<file path="src/rtl/crc16_frame_chk_pkg.sv">
// crc16_chk_pkg: shared constants and types for the CRC-16/USB frame checker.
//   CRC16_INIT      - CRC register preset at start of frame
//   CRC16_XOROUT    - final XOR applied to the CRC register
//   CRC16_POLY_REFL - x^16+x^15+x^2+1 in bit-reflected form (LSB-first update)
//   state_t         - frame FSM states
package crc16_chk_pkg;

  localparam logic [15:0] CRC16_INIT      = 16'hFFFF;
  localparam logic [15:0] CRC16_XOROUT    = 16'hFFFF;
  localparam logic [15:0] CRC16_POLY_REFL = 16'hA001;

  typedef enum logic [1:0] {
    IDLE = 2'd0,
    RX   = 2'd1,
    DONE = 2'd2
  } state_t;

endpackage

</file>
<file path="src/rtl/crc16_frame_chk_step.sv">
// crc16_usb_step: combinational one-byte CRC-16/USB update.
//   crc_in    - current CRC register (reflected form)
//   data_byte - byte to absorb, LSB first
//   crc_out   - updated CRC register
// The register is kept bit-reflected, so the textbook "reverse the result"
// step is implicit; only the XOROUT remains at the end of a frame.
module crc16_usb_step
  import crc16_chk_pkg::*;
(
  input  logic [15:0] crc_in,
  input  logic [7:0]  data_byte,
  output logic [15:0] crc_out
);

  logic [15:0] acc;

  always_comb begin
    acc = crc_in ^ {8'h00, data_byte};
    for (int unsigned i = 0; i < 8; i++) begin
      acc = acc[0] ? ((acc >> 1) ^ CRC16_POLY_REFL) : (acc >> 1);
    end
    crc_out = acc;
  end

endmodule

</file>
<file path="config.mk">
export PLATFORM = sky130hd
export DESIGN_NAME = crc16_usb_step
export DESIGN_NICKNAME = d
export VERILOG_FILES = /design/src/rtl/crc16_frame_chk_pkg.sv /design/src/rtl/crc16_frame_chk_step.sv
export SDC_FILE = /design/constraint.sdc
export NUM_CORES = 1
export LEC_CHECK = 0
export BUFFER_PORTS_ARGS = -buffer_cell sky130_fd_sc_hd__buf_4
export CAP_MARGIN = 10
export CORE_AREA = 2 2 39 41
export DETAILED_ROUTE_END_ITERATION = 8
export DIE_AREA = 0 0 41 43
export MAX_ROUTING_LAYER = met4
export PLACE_DENSITY_LB_ADDON = 0.05
export SLEW_MARGIN = 5
export SYNTH_ARGS = -nofsm -noshare
export SYNTH_HDL_FRONTEND = slang
export SYNTH_SLANG_ARGS = --single-unit
</file>
<file path="constraint.sdc">
create_clock -name vclk -period 1.5
set_input_delay 0.15 -clock vclk [all_inputs]
set_output_delay 0.15 -clock vclk [all_outputs]
set_load 0.05 [all_outputs]
</file>
=== Word-level counts from Yosys, hierarchy flattened ===
Cells that the tools add are included.
W data, S select, Z words.

* Add/subtract/negate cells: 0
* $mul: 0
* Divide/modulo/power cells: 0
* Order comparisons: 0
* Equal/unequal tests: 0
* Shift operators: 0
* Multiplexer cells: 8
* Bitwise gates (word level): 9
* Reductions and logical operators: 0

{| class="wikitable"
|+ Operators by type and width
! kind !! number
|-
| $mux W16 || 8
|-
| $not A2 Y3 || 8
|-
| $xor A16 B8 Y16 || 1
|}

* Flip-flop bits (word level): 0
* Bits in latches: 0
* Memory bits (writable): 0
* Memory bits (read-only): 0
* Bits of input ports: 24
* Output and inout bits: 16
* Word-level logic and storage cells: 17
* Memories kept: 0

=== Longest topological paths before layout ===
* Depth after elaboration: 17
* Mapped depth: 4

=== Least setup slack after synthesis ===
No wires, ideal clock.

* Kind: input-to-output
* Start point: input port data_byte[3]
* End point: output port crc_out[15]
* Data arrival time: 2.431 ns
* Data required time: 1.350 ns
* Path slack: -1.081 ns
* Stages on the path: 4
* Buffers on the path: 0
* Cell sequence: xnor2_1 > xor2_1 > xnor2_1 > xnor2_1

* Word-level cells in the longest chain between the ends: 10

{| class="wikitable"
|+ RTL lines
! element !! line !! source
|-
| start, declared || crc16_frame_chk_step.sv:11 || <nowiki>input logic [7:0] data_byte,</nowiki>
|-
| $xor A16 B8 Y16 (*) || crc16_frame_chk_step.sv:18 || <nowiki>acc = crc_in ^ {8'h00, data_byte};</nowiki>
|-
| $mux W16 (*) (2 in a row) || crc16_frame_chk_step.sv:20 || <nowiki>acc = acc[0] ? ((acc >> 1) ^ CRC16_POLY_REFL) : (acc >> 1);</nowiki>
|-
| $not A2 Y3 (no line) || -- ||
|-
| $mux W16 (*) (6 in a row) || crc16_frame_chk_step.sv:20 ||
|-
| end, declared || crc16_frame_chk_step.sv:12 || <nowiki>output logic [15:0] crc_out</nowiki>
|}

Every way passes the cells marked *; elsewhere a longest branch is shown, timed or not.

=== Final worst setup path ===
* Start point: input port crc_in[5]
* End point: output port crc_out[0]

* Word-level cells in the longest chain between the ends: 10

{| class="wikitable"
|+ RTL lines
! element !! line !! source
|-
| start, declared || crc16_frame_chk_step.sv:10 || <nowiki>input logic [15:0] crc_in,</nowiki>
|-
| $xor A16 B8 Y16 (*) || crc16_frame_chk_step.sv:18 ||
|-
| $mux W16 (*) (4 in a row) || crc16_frame_chk_step.sv:20 ||
|-
| $not A2 Y3 (no line) || -- ||
|-
| $mux W16 (*) (4 in a row) || crc16_frame_chk_step.sv:20 ||
|}

Marked as above.

==> results.md <==
- Status: finished with violations
- Violated checks: setup timing
- Register area share after synthesis: 0
- Synthesized area: 279 um^2
- Max Freq: 646 MHz
- WL final: 929 um
- Hold path start: crc_in[10]
- Placed cells: 80
- Crit path max-delay cell type: xnor3_2
- DR vias/cell: 3.77
- Post-route ant nets: 0
- Total GRT Usage: 0.115
- Estimated wirelength of the detail-placed design: 809 um
- FF+latch area: 0 um^2
- Worst slew pin tran: 0.248 ns
- Layout Cells excl Fill: 86
- Clk pwr share: 0
- # fillers: 98
- Commonest cells post-synth: xnor2_1, xor2_1, buf_4
- Setup ws final: -0.0474 ns
- DRT Pass-1 Iters: 1
- Hold Path Cell Cnt: 0
- Seq Cell Count: 0
- Antenna diodes: 0
- Final #Nets: 96
- Final period util: 1.03
- Multi-input gate area: 532 um^2
- Crit. End Element: primary output
- Synth area leaders: xnor2_1, xor2_1, buf_4
- CLK BUF: 0
- FP Rows: 14
- Worst vdd ir: 0.748 mV
- Max_slew headroom: 0.835
- Share of layout cells above drive strength 1: 0.929
- Average cell area after synthesis: 9.62 um^2
- Initial Util: 0.202
- Core area: 0.00138 mm^2
- Max Slew Vio Count: 0
- CP Class: input port to primary output
- Cell variety after synth: 7
- Register share of total power: 0
- Synth area leader: xnor2_1
- Die area: 0.00176 mm^2
- Hold Vio Cnt, Final: 0
- Design Power: 1340 uW
- Vias: 324
- Worst Path Required: 1.35 ns
- I/O Pins: 40
- First-pass GRT wire length: 1430 um
- Area delta synth->final: 248%
- Final min period: 1.55 ns
- RSZ-0062 raised after global routing: true
- Most frequent cell after synthesis: xnor2_1
- Synthesized instance count: 29
- Sw power: 698 uW
- PwrDens: 1370 mW/mm^2
- Pin count of the biggest net entering global routing: 3
- Min-Delay Endpoint: crc_out[2]
- Crit-path max FO: 2
- Synth top area share: 0.377
- Worst Setup Start Kind: input port
- Initial DRC Count: 0
- GP Congestion: 0.661
- Residual DRC count: 0
- Fraction of power spent switching nets: 0.522
- Worst EP arrival: 1.40 ns
- Pleak: 0.000425 uW
- Vias in the first global route: 325
- # port buffers: 30
- Max-cap violations: 0
- Hold_buf cts: 0
- Worst Hold Class: input port to primary output
- Synthesized net count: 53
- Drt wl/cell: 10.8 um
- Die Y: 43 um
- Comb pwr share: 1.000
- GRT overflow: 0
- CP Cell Sequence: buf_8 -> xor2_4 -> xor2_4 -> xnor2_4 -> xnor3_2 -> buf_8
- Initial antenna violation count: 0
- Sum of negative setup slack: -0.0830 ns
- Pint: 638 uW
- Synth warnings: 0
- Horiz. Die Dim: 41 um
- Hold WS: 0.300 ns
- Crit path largest cell delay: 0.37 ns
- Final setup viols: 2
[final cells by class]
type / count / area share
Timing Repair Buffer: 46 / 0.429
Multi-Input combinational cell: 23 / 0.547
Tap cell: 16 / 0.0206
Inverter: 1 / 0.00386
[metrics by stage]
step,util,cell area (um^2),worst slack (ns)
final,0.703,972,-0.0474
after global routing,0.703,972,-0.110
after CTS,0.668,925,-0.0752
after floorplan,-,479,-0.155
after global placement,0.560,774,-0.167
after detailed placement,0.560,774,-0.202
[per-layer routing]
layer	track usage	vias to the layer above	wire [um]
li1	-	160	-
met1	0.0987	144	164
met2	0.238	20	663
met3	0.0262	0	101
met4	0	0	0
met5	-	-	0
[power groups by stage]
stage                     registers (uW)  logic (uW)  clock network [uW]
after detailed placement               0        1180                   0
after CTS                              0        1360                   0
final                                  0        1340                   0
after floorplan                        0         858                   0
after global placement                 0        1160                   0
after global routing                   0        1400                   0
[placed cells by master (no fill, tap or decap)]
cell type / count
buf_4: 32
buf_6: 9
buf_8: 5
inv_1: 1
xnor2_1: 3
xnor2_4: 11
xnor3_2: 1
xor2_1: 1
xor2_2: 2
xor2_4: 5
[worst max-delay path by stage]
stage | from | endpoint | slack [ns] | depth (start not counted)
2_1_floorplan | data_byte[2] | crc_out[0] | -0.15 | 4
3_3_place_gp | data_byte[5] | crc_out[0] | -0.17 | 6
3_5_place_dp | data_byte[5] | crc_out[0] | -0.20 | 6
4_1_cts | crc_in[3] | crc_out[0] | -0.08 | 6
5_1_grt | crc_in[5] | crc_out[0] | -0.11 | 6
6_report | crc_in[5] | crc_out[0] | -0.05 | 6
[kinds of logic (layout without fill, tap and decap cells)]
| kind of cell | Yosys count | count (layout) | share of synthesized area |
|---|---|---|---|
| xor+xnor | 23 | 23 | 0.852 |
| buf+inv | 6 | 47 | 0.148 |
[critical path, delay by kind of cell]
kind                   cells  cell delay [ns]
buffers and inverters      2             0.26
XOR/XNOR                   4             0.98
[what timing repair did]
item / 4_1_cts / 5_1_grt
cloned: 0 / 0
endpoints found under the setup margin: 3 / 4
resized for setup: 18 / 10
pin swaps: 10 / 10
buffers inserted: 7 / 1
Power figures use the tool's default switching activity.
